--- src/rtl/tmds_island_encoder.sv ---
// TMDS lane encoder: DVI 8b/10b video, control codes and HDMI data-island periods.
// Define TMDS_DATA_ISLAND_EN for preambles, guard bands and TERC4 islands (else DVI only).
module tmds_island_encoder #(
  parameter string CHANNEL      = "BLUE",
  parameter int    ISLAND_START = 752,
  parameter int    ISLAND_LEN   = 64,
  parameter int    VGUARD_X     = 856,
  parameter int    V_ACTIVE     = 480,
  parameter int    V_TOTAL      = 525
) (
  input  logic        clkin,
  input  logic        rstin,
  input  logic [7:0]  din,
  input  logic        c0,
  input  logic        c1,
  input  logic [11:0] counterX,
  input  logic [11:0] counterY,
  input  logic        de,
  input  logic        iDataD0,
  input  logic        iDataD1,
  input  logic        iDataD2,
  input  logic        iDataD3,
  output logic [9:0]  dout
);

`ifdef TMDS_DATA_ISLAND_EN
  localparam bit ISL_EN = 1'b1;
`else
  localparam bit ISL_EN = 1'b0;
`endif

  localparam bit IS_BLUE  = (CHANNEL == "BLUE");
  localparam bit IS_GREEN = (CHANNEL == "GREEN");

  localparam logic [9:0] CTL0  = 10'b1101010100;
  localparam logic [9:0] CTL1  = 10'b0010101011;
  localparam logic [9:0] GRD_A = 10'b0100110011;
  localparam logic [9:0] GRD_B = 10'b1011001100;

  localparam logic [11:0] IPRE_LO = 12'(ISLAND_START - 10);
  localparam logic [11:0] IPRE_HI = 12'(ISLAND_START - 3);
  localparam logic [11:0] LGRD_LO = 12'(ISLAND_START - 2);
  localparam logic [11:0] LGRD_HI = 12'(ISLAND_START - 1);
  localparam logic [11:0] ISL_LO  = 12'(ISLAND_START);
  localparam logic [11:0] ISL_HI  = 12'(ISLAND_START + ISLAND_LEN - 1);
  localparam logic [11:0] TGRD_LO = 12'(ISLAND_START + ISLAND_LEN);
  localparam logic [11:0] TGRD_HI = 12'(ISLAND_START + ISLAND_LEN + 1);
  localparam logic [11:0] VPRE_LO = 12'(VGUARD_X - 8);
  localparam logic [11:0] VPRE_HI = 12'(VGUARD_X - 1);
  localparam logic [11:0] VGRD_LO = 12'(VGUARD_X);
  localparam logic [11:0] VGRD_HI = 12'(VGUARD_X + 1);
  localparam logic [11:0] VACT_M1 = 12'(V_ACTIVE - 1);
  localparam logic [11:0] VTOT_M1 = 12'(V_TOTAL - 1);

  typedef enum logic [2:0] {
    P_CTL, P_VPRE, P_VGRD, P_IPRE, P_IGRD, P_ISL, P_VID
  } period_t;

  function automatic logic [9:0] ctl_code(input logic [1:0] c);
    case (c)
      2'b00:   ctl_code = 10'b1101010100;
      2'b01:   ctl_code = 10'b0010101011;
      2'b10:   ctl_code = 10'b0101010100;
      default: ctl_code = 10'b1010101011;
    endcase
  endfunction

  function automatic logic [9:0] terc4(input logic [3:0] v);
    case (v)
      4'h0:    terc4 = 10'b1010011100;
      4'h1:    terc4 = 10'b1001100011;
      4'h2:    terc4 = 10'b1011100100;
      4'h3:    terc4 = 10'b1011100010;
      4'h4:    terc4 = 10'b0101110001;
      4'h5:    terc4 = 10'b0100011110;
      4'h6:    terc4 = 10'b0110001110;
      4'h7:    terc4 = 10'b0100111100;
      4'h8:    terc4 = 10'b1011001100;
      4'h9:    terc4 = 10'b0100111001;
      4'hA:    terc4 = 10'b0110011100;
      4'hB:    terc4 = 10'b1011000110;
      4'hC:    terc4 = 10'b1010001110;
      4'hD:    terc4 = 10'b1001110001;
      4'hE:    terc4 = 10'b0101100011;
      default: terc4 = 10'b1011000011;
    endcase
  endfunction

  logic [9:0]        dout_q, dout_d;
  logic signed [4:0] disp_q, disp_d;
  period_t           period;

  logic in_ipre, in_igrd, in_isl, vline, in_vpre, in_vgrd;

  always_comb begin
    in_isl  = counterX >= ISL_LO && counterX <= ISL_HI;
    in_igrd = (counterX >= LGRD_LO && counterX <= LGRD_HI)
           || (counterX >= TGRD_LO && counterX <= TGRD_HI);
    in_ipre = counterX >= IPRE_LO && counterX <= IPRE_HI;
    vline   = counterY < VACT_M1 || counterY == VTOT_M1;
    in_vgrd = vline && counterX >= VGRD_LO && counterX <= VGRD_HI;
    in_vpre = vline && counterX >= VPRE_LO && counterX <= VPRE_HI;
  end

  always_comb begin
    period = P_CTL;
    if (de)                      period = P_VID;
    else if (ISL_EN && in_isl)   period = P_ISL;
    else if (ISL_EN && in_igrd)  period = P_IGRD;
    else if (ISL_EN && in_ipre)  period = P_IPRE;
    else if (ISL_EN && in_vgrd)  period = P_VGRD;
    else if (ISL_EN && in_vpre)  period = P_VPRE;
  end

  logic [3:0]        n1d, n1q;
  logic              use_xnor;
  logic [8:0]        q_m;
  logic signed [4:0] bal, disp_v;
  logic [9:0]        vid;

  always_comb begin
    n1d = '0;
    for (int i = 0; i < 8; i++) n1d = n1d + {3'b000, din[i]};
    use_xnor = (n1d > 4'd4) || (n1d == 4'd4 && !din[0]);
    q_m[0] = din[0];
    for (int i = 1; i < 8; i++) q_m[i] = q_m[i-1] ^ din[i] ^ use_xnor;
    q_m[8] = !use_xnor;
    n1q = '0;
    for (int i = 0; i < 8; i++) n1q = n1q + {3'b000, q_m[i]};
    // bal = ones - zeros of q_m[7:0]
    bal = {n1q, 1'b0} - 5'd8;
    if (disp_q == 5'sd0 || bal == 5'sd0) begin
      vid    = {!q_m[8], q_m[8], q_m[8] ? q_m[7:0] : ~q_m[7:0]};
      disp_v = q_m[8] ? disp_q + bal : disp_q - bal;
    end else if (disp_q[4] == bal[4]) begin
      vid    = {1'b1, q_m[8], ~q_m[7:0]};
      disp_v = disp_q + {3'b000, q_m[8], 1'b0} - bal;
    end else begin
      vid    = {1'b0, q_m[8], q_m[7:0]};
      disp_v = disp_q - {3'b000, !q_m[8], 1'b0} + bal;
    end
  end

  always_comb begin
    dout_d = CTL0;
    disp_d = '0;
    unique case (period)
      P_VID: begin
        dout_d = vid;
        disp_d = disp_v;
      end
      P_ISL:  dout_d = terc4({iDataD3, iDataD2, iDataD1, iDataD0});
      P_IGRD: dout_d = IS_BLUE ? terc4({2'b11, c1, c0}) : GRD_A;
      P_IPRE: dout_d = IS_BLUE ? ctl_code({c1, c0}) : CTL1;
      P_VGRD: dout_d = IS_GREEN ? GRD_A : GRD_B;
      P_VPRE: dout_d = IS_BLUE ? ctl_code({c1, c0}) : (IS_GREEN ? CTL1 : CTL0);
      default: dout_d = (IS_BLUE || !ISL_EN) ? ctl_code({c1, c0}) : CTL0;
    endcase
  end

  always_ff @(posedge clkin) begin
    if (!rstin) begin
      dout_q <= CTL0;
      disp_q <= '0;
    end else begin
      dout_q <= dout_d;
      disp_q <= disp_d;
    end
  end

  assign dout = dout_q;

endmodule

--- config.mk ---
export PLATFORM = sky130hd
export DESIGN_NAME = tmds_island_encoder
export DESIGN_NICKNAME = d
export VERILOG_FILES = /design/src/rtl/tmds_island_encoder.sv
export SDC_FILE = /design/constraint.sdc
export NUM_CORES = 1
export LEC_CHECK = 0
export CORE_ASPECT_RATIO = 1.75
export CORE_MARGIN = 10
export CORE_UTILIZATION = 45
export DETAILED_ROUTE_END_ITERATION = 6
export PLACE_DENSITY = 0.8
export REMOVE_ABC_BUFFERS = 1
export SETUP_SLACK_MARGIN = 0.05
export SLEW_MARGIN = 20
export SYNTH_ARGS = -nofsm -noshare
export SYNTH_HDL_FRONTEND = slang
export SYNTH_SLANG_ARGS = --single-unit
--- constraint.sdc ---
create_clock -name clkin -period 11.9 [get_ports clkin]
set_input_delay 2.38 -clock clkin [delete_from_list [all_inputs] [get_ports clkin]]
set_output_delay 2.38 -clock clkin [all_outputs]
set_load 0.05 [all_outputs]
==> flow_metrics.py <==
metrics = {
    "run_status": {
        "status": "finished clean",
    },
    "logic_synthesis": {
        "synth_top_area_share_pct": 17.1,
        "synth_edf_count": 0,
        "synth-seq-cells": 14,
        "synth.area.top_cells": "ha_1 (17%), dfxtp_1 (17%), fa_1 (15%)",
        "syn_area_per_cell_um2": 9.44,
        "synth_top_flop_cell": "dfxtp_1",
        "syn-cell-area_um2": 1680,
        "yosysTopAreaCell": "ha_1",
        "yosys-top-cells-count": "inv_1 (24), ha_1 (23), xnor2_1 (17)",
        "yosys_warnings": 0,
        "synth-async-reset-ratio_pct": 0,
        "netlist_instances": 178,
        "yosysMostFrequentCell": "inv_1",
        "yosysSeqAreaShare_pct": 16.7,
        "yosys.cell_types.count": 39,
    },
    "place": {
        "port-buffer-count": 22,
        "dp_cells": 243,
        "hpwl_um": 3070,
        "gp_routability_congestion": 0.847,
    },
    "final_layout": {
        "multiInputGateArea_um2": 1300,
        "utilization_pct": 55.1,
        "regArea_um2": 280,
        "syn_to_final_growth_pct": 19.1,
        "drive_gt1_share_pct": 4.48,
        "nets": 279,
        "fill_cells": 336,
        "final_cells": 247,
        "diodes": 0,
    },
    "critical_path": {
        "start_kind": "primary input",
        "required_ns": 12.01,
        "slowest_delay_ns": 0.58,
        "crit_fanout": 12,
        "endpoint_kind": "flop",
        "crit_top_cell": "fa_1",
        "arrival_ns": 10.54,
        "crit_buf_inv": 3,
        "path_cells": "clkdlybuf4s50_1 > inv_1 > fa_1 > fa_1 > fa_1 > inv_1 > ha_1 > fa_1 > or3b_1 > a22o_1 > xnor2_1 > fa_1 > xnor2_1 > ha_1 > fa_1 > ha_1 > fa_1 > xor2_1 > ha_1 > xor2_1 > and3_1 > or2_1 > nor3b_1 > a211oi_1",
        "path_class": "primary input to flop",
        "slowest_stage": "fa_1",
        "cp_top_family": "adder cells",
    },
    "sta": {
        "max_freq_mhz": 95.9,
        "worst_slew_pin_slew_ns": 0.641,
        "min_period_ns": 10.43,
        "finalCritPeriodShare_pct": 87.6,
        "skew_ns": 0.00227,
        "hold_ws_ns": 0.751,
        "finalMaxSlewViolations": 0,
        "relSlewSlack_pct": 57.1,
        "fin_tns_setup_ns": 0,
        "rsz0062_at_grt": "false",
        "finalSetupViolCount": 0,
        "hold_viol": 0,
    },
    "floorplan": {
        "die_w_um": 66.2,
        "ioPinCount": 51,
        "dieHeight_um": 101,
        "initial_core_util_pct": 46.3,
        "row_count": 29,
        "die_area_um2": 6670,
        "core_um2": 3630,
    },
    "cts": {
        "root_buffer": "clkbuf_8",
        "cts_resized": 0,
        "cts_buffers": 3,
        "cts_hold_buf": 0,
        "cts.sinks": 14,
        "clockBufferDepth": 2,
        "htree_levels": 1,
        "cts_tree": "built",
        "post_cts_buffers": 0,
        "clk_pin_slew_ns": 0.06,
        "clkLatencyLatePin_ns": 0.25,
    },
    "detailed_routing": {
        "routed-via-count": 1320,
        "ant_nets": 0,
        "routed_via_density": 5.34,
        "dr.first_iter.drc_count": 51,
        "drt-total-wl_um": 3630,
        "firstDrtPassIters": 4,
        "route.detailed.drc": 0,
        "wire_per_inst_um": 14.7,
    },
    "global_route": {
        "grt_pass1_vias": 1436,
        "antenna_found_initial": 0,
        "grt_pass1_wl_um": 6240,
        "grt_usage_pct": 11.6,
        "grt_max_degree": 13,
        "grt-ovfl-total": 0,
    },
    "worst_hold_path": {
        "hold_class": "flop to flop",
    },
    "job": {
        "drv_cap": 0,
    },
}
## tightest hold or removal path, cell delays in order (launching register included)
cell and delay (ns):
dfxtp_1 0.34, inv_1 0.15, ha_1 0.16, a211oi_1 0.06
## cell usage in the layout, fill, tap and decap left out, types with 2 or more instances in the layout
cell type,n
ha_1,23
a211oi_1,4
inv_1,24
and2_1,2
maj3_1,2
fa_1,13
mux2i_1,3
nand3_1,2
clkbuf_8,4
clkdlybuf4s50_1,22
a21o_1,4
a31o_1,2
nor3_1,2
a31oi_1,5
dfxtp_1,14
nand2_1,13
o21ai_0,6
xnor2_1,17
a21oi_1,6
nor2_1,5
xor2_1,7
or3_1,4
## worst paths after layout
path	cells past startpoint	startpoint	slack [ns]	end
max	24	din[0]	1.47	dout[6]$_SDFF_PN1_
min reg2reg	3	disp_q[1]$_SDFF_PN0_	0.75	disp_q[1]$_SDFF_PN0_
min	3	disp_q[1]$_SDFF_PN0_	0.75	disp_q[1]$_SDFF_PN0_
max reg2reg	9	disp_q[1]$_SDFF_PN0_	9.60	disp_q[4]$_SDFF_PN0_
## sequential cells by signal, indices dropped and copies added (netlist names)
signal,cells
dout,10
disp_q,4
## metal layers
layer  track usage, %  part of all wire [%]  vias up
met5                0                     0        -
met4             4.38                   1.3        0
met3             1.45                   3.8        7
met2             23.4                    59       21
met1             11.0                    36      647
li1                 -                     -      645
## logic make-up after synthesis
family	synth area share [%]
adders and majority gates	33.8
and+or+nand+nor	9.98
AOI/OAI and AO/OA	13.1
xor gates and xnor gates	17.9
buffers and inverters	6.11
DFF	16.7
muxes	2.46
## per-stage QoR
step	cell area (µm²)	worst slack, ns
after global placement	1950	1.39
final	2000	1.47
after floorplan	1670	2.50
after CTS	2000	1.44
after detailed placement	1950	1.22
after global routing	2000	0.968
## cell type report
cell class | count | area share (%)
Multi-Input combinational cell | 137 | 64.9
Timing Repair Buffer | 22 | 11.0
Tap cell | 46 | 2.88
Clock buffer | 4 | 2.75
Inverter | 24 | 4.50
Sequential cell | 14 | 14.0
Power is left out: the tool's default activity adds up to more than one toggle a clock period on the data nets, which glitch-free logic cannot reach.
